### src/rtl/kernel_if_pkg.sv
// kernel_if_pkg: shared state encoding, default sizes and index-width helper for kernel drivers
package kernel_if_pkg;
   typedef enum logic [1:0] {COLLECT, FIRE, WAIT, HOLD} state_t;
   localparam int DEF_WIDTH = 64;
   localparam int DEF_NARGS = 7;
   function automatic int idx_width(input int n);
      return (n > 1) ? $clog2(n) : 1;
   endfunction
endpackage

### src/rtl/kernel_done_detect.sv
// kernel_done_detect: rising-edge pulse from a kernel done level; history starts high so a level held across reset is not an edge
module kernel_done_detect (
   input  logic clk,
   input  logic rst_n,
   input  logic i_w_enable,
   output logic o_edge
);
   logic r_hist;
   always_ff @(posedge clk) r_hist <= !rst_n ? 1'b1 : i_w_enable;
   assign o_edge = i_w_enable & ~r_hist;
endmodule

### src/rtl/kernel_call_sequencer.sv
// kernel_call_sequencer: streams NARGS argument words into a kernel, pulses start, returns the result on done edge
module kernel_call_sequencer
   import kernel_if_pkg::*;
#(
   parameter int WIDTH   = DEF_WIDTH,
   parameter int NARGS   = DEF_NARGS,
   parameter int TIMEOUT = 4096
) (
   input  logic                   clk,
   input  logic                   rst_n,
   input  logic                   in_valid,
   output logic                   in_ready,
   input  logic [WIDTH-1:0]       in_data,
   output logic [NARGS*WIDTH-1:0] k_args,
   output logic                   k_r_enable,
   input  logic                   k_w_enable,
   input  logic [WIDTH-1:0]       k_result,
   output logic                   out_valid,
   input  logic                   out_ready,
   output logic [WIDTH-1:0]       out_data,
   output logic                   busy,
   output logic                   timeout_err,
   output logic [31:0]            call_count
);
   localparam int IW = idx_width(NARGS);
   localparam int CW = $clog2(TIMEOUT + 1);
   localparam logic [IW-1:0] LAST = IW'(NARGS - 1);
   localparam logic [CW-1:0] LIM  = CW'(TIMEOUT - 1);
   state_t r_state, w_next;
   logic [IW-1:0]          r_idx;
   logic [CW-1:0]          r_cnt;
   logic [NARGS*WIDTH-1:0] r_args;
   logic [WIDTH-1:0]       r_out;
   logic                   r_terr;
   logic [31:0]            r_calls;
   logic                   w_edge, w_accept, w_done, w_expire;
   kernel_done_detect u_done (.clk(clk), .rst_n(rst_n), .i_w_enable(k_w_enable), .o_edge(w_edge));
   assign w_accept = in_valid & in_ready;
   assign w_done   = (r_state == WAIT) & w_edge;
   assign w_expire = (r_state == WAIT) & ~w_edge & (r_cnt == LIM);
   always_ff @(posedge clk) r_state <= !rst_n ? COLLECT : w_next;
   always_comb begin
      w_next = r_state;
      case (r_state)
         COLLECT: w_next = (w_accept && r_idx == LAST) ? FIRE : COLLECT;
         FIRE:    w_next = WAIT;
         WAIT:    w_next = w_done ? HOLD : (w_expire ? COLLECT : WAIT);
         HOLD:    w_next = out_ready ? COLLECT : HOLD;
         default: w_next = COLLECT;
      endcase
   end
   always_ff @(posedge clk) begin
      if (!rst_n) begin
         r_idx   <= '0;
         r_cnt   <= '0;
         r_args  <= '0;
         r_out   <= '0;
         r_terr  <= 1'b0;
         r_calls <= '0;
      end else begin
         if (w_accept) begin
            r_args[r_idx*WIDTH +: WIDTH] <= in_data;
            r_idx <= (r_idx == LAST) ? '0 : r_idx + 1'b1;
         end
         if (r_state == FIRE) r_cnt <= '0;
         else if (r_state == WAIT) r_cnt <= r_cnt + 1'b1;
         if (w_done) begin
            r_out   <= k_result;
            r_calls <= r_calls + 32'd1;
         end
         if (w_expire) r_terr <= 1'b1;
      end
   end
   assign in_ready    = r_state == COLLECT;
   assign k_r_enable  = r_state == FIRE;
   assign out_valid   = r_state == HOLD;
   assign busy        = !(r_state == COLLECT && r_idx == '0);
   assign k_args      = r_args;
   assign out_data    = r_out;
   assign timeout_err = r_terr;
   assign call_count  = r_calls;
endmodule
### config.mk
export PLATFORM = sky130hd
export DESIGN_NAME = kernel_call_sequencer
export DESIGN_NICKNAME = d
export VERILOG_FILES = /design/src/rtl/kernel_if_pkg.sv /design/src/rtl/kernel_done_detect.sv /design/src/rtl/kernel_call_sequencer.sv
export SDC_FILE = /design/constraint.sdc
export NUM_CORES = 1
export LEC_CHECK = 0
export ABC_CLOCK_PERIOD_IN_PS = 3200
export BUFFER_PORTS_ARGS = -buffer_cell sky130_fd_sc_hd__buf_2
export CORE_AREA = 2 2 266 268
export CTS_CLUSTER_DIAMETER = 100
export DETAILED_ROUTE_END_ITERATION = 12
export DIE_AREA = 0 0 268 270
export GPL_TIMING_DRIVEN = 0
export SLEW_MARGIN = 20
export SYNTH_ARGS = -nofsm -noshare
export SYNTH_HDL_FRONTEND = slang
export SYNTH_HIERARCHICAL = 1
export SYNTH_SLANG_ARGS = --single-unit
### constraint.sdc
create_clock -name clk -period 3.2 [get_ports clk]
set_clock_uncertainty 0.15 [all_clocks]
set_input_delay 0.64 -clock clk [delete_from_list [all_inputs] [get_ports clk]]
set_output_delay 0.64 -clock clk [all_outputs]
set_load 0.01 [all_outputs]
==> results of run 1 <==
## sequential cells by signal, summed over array words and instances (netlist names)
| register | flops |
|---|---|
| u_done/r_hist | 1 |
| k_args | 448 |
| timeout_err | 1 |
| out_data | 64 |
| call_count | 32 |
| r_cnt | 13 |
| r_state | 2 |
| r_idx | 3 |
## cells by family (layout without fill, tap and decap cells)
family | after synthesis | in the layout | synth area share
and+or+nand+nor | 1180 | 1180 | 0.252
AOI/OAI and AO/OA | 571 | 571 | 0.141
DFF | 564 | 564 | 0.549
buffers and inverters | 234 | 1043 | 0.0447
xor gates and xnor gates | 17 | 17 | 0.00724
adders and majority gates | 8 | 8 | 0.00487
muxes | 2 | 2 | 0.000974
other | 0 | 3 | 0
## per-layer routing
metal | GRT usage | vias to the layer above
met2 | 0.402 | 924
li1 | - | 10233
met4 | 0.104 | 0
met3 | 0.0531 | 162
met5 | 0 | -
met1 | 0.334 | 10353
## layout make-up
class                      count  area [µm²]  area share
sequential                   564       11300       0.411
multi-input combinational   1778        8360       0.305
timing repair buffer         694        3510       0.128
clock buffer                  98        1930      0.0704
tap                          940        1180      0.0429
buffer                       217         928      0.0338
clock inverter                19         171     0.00625
inverter                      15        56.3     0.00205
antenna                        3        7.51    0.000274
## path summary, 6_finish.rpt
path	startpoint	end	slack, ns	cells past startpoint
min reg2reg	k_args[239]	k_args[239]	0.30	2
max	r_idx[0]	k_args[364]	0.18	8
min	k_w_enable	u_done/r_hist	0.12	2
max reg2reg	r_idx[0]	k_args[364]	0.18	8
## through the flow
step                      utilization  cells  worst slack (ns)  cell area [µm²]
after floorplan                     -   2576             0.773            20600
after global placement          0.361   4197            -0.814            25100
after detailed placement        0.362   4198            -0.833            25200
after CTS                       0.394   4325           0.00306            27400
after global routing            0.394   4325           -0.0343            27400
final                           0.395   4328             0.180            27400
## timing repair
action,4_1_cts,5_1_grt
setup endpoints to repair,361,299
setup buffers,12,0
pin swaps,3,0
gates resized for setup,16,56
## synth_stat cells
master	number	area (µm²)
o21a_1	2	15.0
dfxtp_1	564	11300
xnor2_1	12	105
nor4_1	6	37.5
or2_2	2	12.5
or4_1	11	82.6
or3b_1	1	8.76
and3_1	2	12.5
buf_2	30	150
and4_1	9	78.8
nand3_1	358	1790
inv_1	15	56.3
nand2b_1	4	25.0
buf_1	14	52.6
buf_4	1	7.51
xor2_1	5	43.8
clkbuf_1	174	653
nor4b_1	2	17.5
nor2b_4	1	13.8
nor2_1	23	86.3
o31ai_1	10	75.1
and3b_1	2	17.5
nor2b_1	4	25.0
nor3_1	7	35.0
or3_1	15	93.8
nand3b_1	2	15.0
and2_1	2	12.5
o21ai_0	15	75.1
nand4_1	15	93.8
nand3b_4	1	20.0
o221a_2	1	11.3
mux2i_1	2	20.0
ha_1	8	100
nor3b_1	3	22.5
nand2_1	708	2660
o211ai_1	1	7.51
a21oi_1	542	2710
nand4b_1	2	17.5
## power by group through the flow
stage          clock network [W]  logic, W  registers, W
2_1_floorplan                  0  0.000343       0.00730
3_3_place_gp                   0  0.000932       0.00727
3_5_place_dp                   0  0.000932       0.00727
4_1_cts                  0.00756  0.000938       0.00712
5_1_grt                  0.00784   0.00101       0.00712
6_report                 0.00740  0.000949       0.00712
## critical path, cell delays in order (launching register included)
cell and delay, ns:
dfxtp_1 0.51, inv_1 0.14, ha_1 0.42, and2_1 0.15, clkbuf_1 0.27, clkbuf_2 0.48
clkbuf_1 0.49, nand3_1 0.15, a21oi_1 0.15
==> impl_metrics.csv, run 1 <==
group,metric,value,unit
power,power.ir.vdd_worst,323,µV
floorplanning,num_rows,97,
sta,fmaxAchievable,0.331,GHz
drt,met2WireLength,43.8,mm
cells_and_area,layout_commonest_cell,"buf_2",
floorplanning,ios,682,
cells_and_area,fill_cells,7351,
power,power.switching_fraction,0.251,
clock_network,path_clk_slew,0.06,ns
sta,grt_setup_unrepaired,"true",
global_route,grt_pass1_wl,135,mm
power,internal-power,0.0116,W
synthesis,postSynthAreaPerCell,7.98,µm²
drt,top_layer,"met4",
power,p_leak,11.2,nW
cells_and_area,leading_cell_types_in_the_layout_fill_and_taps_excluded,"buf_2 (711), nand2_1 (708), dfxtp_1 (564), a21oi_1 (542), nand3_1 (357)",
drt,dr.first_iter.drc_count,1894,
floorplanning,initial_cell_density_of_the_core,0.296,
drt,drt_wl_total,96.3,mm
synthesis,synth_seq_cells,564,
cells_and_area,drive_above_1_share,0.261,
floorplanning,chipWidth,268,µm
global_route,gr-usage-all-layers,0.253,
global_route,grt_pass1_vias,19315,
synthesis,netlist_instances,2576,
critical_path,worst-endpoint-arrival,3.38,ns
place,dpl_wire_length,70.3,mm
sta,worstMarginPinSlew,1.08,ns
drt,antenna_left,0,
power,power.sequential.fraction,0.460,
sta,timing.final.max_slew_violations,0,
floorplanning,core,69500,µm²
clock_network,cts_tree,"built",
critical_path,critical_path.endpoint_type,"flop",
critical_path,worstSetupStartpointType,"flop",
drt,avgRoutedWirePerCell,22.2,µm
critical_path,critical_path_peak_fanout,10,
synthesis,yosys_warnings,6,
power,clock_power_share,0.478,
sta,timing.final.crit_period,3.02,ns
sta,worst_hold_check_slack,0.122,ns
sta,timing.slew.headroom,0.279,
clock_network,clk_sinks,564,
cells_and_area,flow.area_growth_from_synthesis,33.5,%
worst_hold_path,hold_path_class,"in -> reg",
place,buffer_ports.inserted,681,
floorplanning,dieHeight,270,µm
clock_network,root_buffer,"clkbuf_16",
drt,dr_total_vias,21672,
clock_network,clockBufferDepth,3,
sta,finalSetupTns,0,ns
clock_network,hold_buf_cts,0,
synthesis,synth.distinct_cells,38,
drt,route.detailed.drc,0,
global_route,grt_max_degree,13,
drt,dr.pass1.iters,6,
synthesis,synth_nets,2717,
synthesis,portion_of_the_post_synthesis_area_used_by_sequential_elements,0.549,
power,power_density,564,nW/µm²
sta,hold_viol,0,
critical_path,worst-setup-path-type,"reg -> reg",
outcome,status,"finished, final reports clean",
drt,drt-met1-wl,41.7,mm
synthesis,synth_area,20600,µm²
global_route,globalRouteOverflowTotal,0,
job,maxCapViolCount,0,
power,power_switching,0.00388,W
clock_network,h_tree_level_count,3,
power,power_after_layout,0.0155,W
clock_network,tritoncts.num_buffers,66,
clock_network,clock_latency,0.60,ns
sta,part_of_the_cycle_the_worst_path_needs,0.944,
drt,route.met3.wl,7.23,mm
cells_and_area,finalNetCount,3477,
floorplanning,dieArea,72400,µm²
power,p_comb_frac,0.061,
place,gp_congestion,0.876,
global_route,antenna_found_initial,5,
sta,report.final.setup_viol,0,
critical_path,timing.critical_path.required,3.56,ns
drt,viasPerCell,5.01,
(Power assumes the default switching activity.)
==> run 2, diff against run 1 <==
==> constraint.sdc (replaced) <==
create_clock -name clk -period 3.2 [get_ports clk]
set_clock_uncertainty 0.15 [all_clocks]
set_input_delay 0.32 -clock clk [delete_from_list [all_inputs] [get_ports clk]]
set_output_delay 0.32 -clock clk [all_outputs]
set_load 0.01 [all_outputs]
==> impl_metrics.csv, run 2 (synthesized netlist as in run 1, its figures left out) <==
group,metric,value,unit
outcome,status,"finished, final reports clean",
cells_and_area,finish.instance_area,28700,µm²
power,p_leak,11.7,nW
place,gp_congestion,0.876,
critical_path,worst-path-buf-inv,2,
sta,worstMarginPinSlew,1.08,ns
cells_and_area,drive_above_1_share,0.250,
cells_and_area,finalNetCount,3609,
drt,dr_total_vias,22171,
clock_network,cts_tree,"built",
drt,route.detailed.drc,0,
sta,timing.final.max_slew_violations,0,
critical_path,crit-reg2reg-capture,"k_args[29]",
sta,report.final.setup_viol,0,
worst_hold_path,min-delay-start,"k_args[239]",
critical_path,critical_path_peak_fanout,10,
sta,part_of_the_cycle_the_worst_path_needs,0.982,
critical_path,worst-endpoint-arrival,3.42,ns
job,maxCapViolCount,0,
drt,antenna_left,0,
critical_path,worst_path_max_delay_cell,"nand3_2",
clock_network,clock_latency,0.59,ns
global_route,grt_pass1_wl,139,mm
cells_and_area,flow.area_growth_from_synthesis,39.9,%
sta,timing.final.crit_period,3.14,ns
global_route,globalRouteOverflowTotal,0,
clock_network,h_tree_level_count,3,
critical_path,worst-setup-path-type,"reg -> reg",
critical_path,r2r-start,"r_idx[0]",
critical_path,r2r_cells,8,
sta,hold_viol,0,
sta,worst_hold_check_slack,0.298,ns
cells_and_area,layout.cells.non_filler,4459,
cells_and_area,final_core_utilization,0.413,
drt,dr.first_iter.drc_count,1933,
sta,timing.slew.headroom,0.278,
worst_hold_path,hold_depth,2,
worst_hold_path,hold_end,"k_args[239]",
critical_path,timing.critical_path.cells,"inv_1 > ha_1 > ha_1 > nor3b_1 > nand3_2 > clkbuf_1 > nand2_1 > a21oi_1",
place,buffer_ports.inserted,681,
cells_and_area,layout_commonest_cell,"buf_2",
clock_network,clockBufferDepth,3,
power,power_density,542,nW/µm²
cells_and_area,largest_reg_flops,448,
critical_path,cp_dominant_cell_by_count,"ha_1",
clock_network,root_buffer,"clkbuf_16",
worst_hold_path,hold_path_class,"reg -> reg",
critical_path,crit_family,"simple AND/OR/NAND/NOR gates",
critical_path,critical_path.endpoint_type,"flop",
floorplanning,dieArea,72400,µm²
global_route,antenna_found_initial,3,
place,dpl_wire_length,70.3,mm
floorplanning,core,69500,µm²
place,postPlaceCellArea,25200,µm²
drt,dr.pass1.iters,5,
critical_path,r2r_setup_slack,0.06,ns
floorplanning,chipWidth,268,µm
global_route,gr-usage-all-layers,0.258,
drt,avgRoutedWirePerCell,21.9,µm
global_route,grt_max_degree,13,
critical_path,worstSetupStartpointType,"flop",
clock_network,path_clk_slew,0.06,ns
floorplanning,num_rows,97,
power,power_after_layout,0.0156,W
power,power.ir.vdd_worst,306,µV
floorplanning,initial_cell_density_of_the_core,0.296,
clock_network,tritoncts.num_buffers,66,
sta,grt_setup_unrepaired,"true",
drt,viasPerCell,4.97,
place,number_of_placed_instances_taps_included,4198,
global_route,grt_pass1_vias,20182,
clock_network,clk_sinks,564,
sta,fmaxAchievable,0.318,GHz
drt,drt_wl_total,97.7,mm
critical_path,crit_path_max_incr_delay,0.62,ns
critical_path,timing.critical_path.required,3.48,ns
floorplanning,dieHeight,270,µm
floorplanning,ios,682,
cells_and_area,leading_cell_types_in_the_layout_fill_and_taps_excluded,"buf_2 (711), nand2_1 (708), dfxtp_1 (564), a21oi_1 (542), nand3_1 (357)",
==> run 2: final cells by class <==
| cell class | instances | area, µm² |
|---|---|---|
| fillers | 7199 | 40800 |
| flip-flops and latches | 564 | 11300 |
| multi-input cells | 1778 | 8350 |
| repair buffers | 826 | 4830 |
| clock buffers | 98 | 1930 |
| well taps | 940 | 1180 |
| plain buffers | 217 | 927 |
| clock inverters | 19 | 171 |
| inverters | 15 | 56.3 |
| diodes | 2 | 5.00 |
==> run 2: worst max-delay path by stage <==
stage                        start           to  slack, ns  cells past startpoint
after floorplan           r_idx[0]  k_args[260]       0.77                      9
after global placement    r_idx[0]  k_args[281]      -0.81                      9
after detailed placement  r_idx[0]  k_args[281]      -0.83                      9
after CTS                 r_idx[0]    k_args[9]      0.003                      9
after global routing      r_idx[0]   k_args[29]      -0.09                      8
final                     r_idx[0]   k_args[29]       0.06                      8
==> run 2: tightest hold or removal path, stage by stage, from the launching register on <==
cell and delay [ns]:
dfxtp_1 0.30, nand2_1 0.05, a21oi_1 0.05
==> run 2: metal layers <==
layer	track usage	vias to the layer above	share of wire
li1	-	10487	-
met1	0.335	10506	0.42
met2	0.406	962	0.45
met3	0.0550	216	0.076
met4	0.124	0	0.048
met5	0	-	0
==> run 2: power breakdown <==
part	total, W	switching (W)	internal [W]
clock	0.00739	0.00310	0.00429
sequential	0.00712	0.0000352	0.00709
combinational	0.00108	0.000754	0.000322
total	0.0156	0.00389	0.0117
==> run 2: per-stage QoR <==
step,setup WS (ns),setup TNS [ns]
2_1_floorplan,0.773,0
3_3_place_gp,-0.814,-157.13
3_5_place_dp,-0.833,-93.95
4_1_cts,0.00306,0
5_1_grt,-0.0883,-1.10
6_report,0.0561,0
==> run 2: timing repair <==
item	CTS	global route
setup buffers	12	0
cloned	0	0
setup endpoints to repair	361	299
resized for setup	16	52
hold buffers	132	0
endpoints found under the hold margin	511	0
pin swaps	3	0
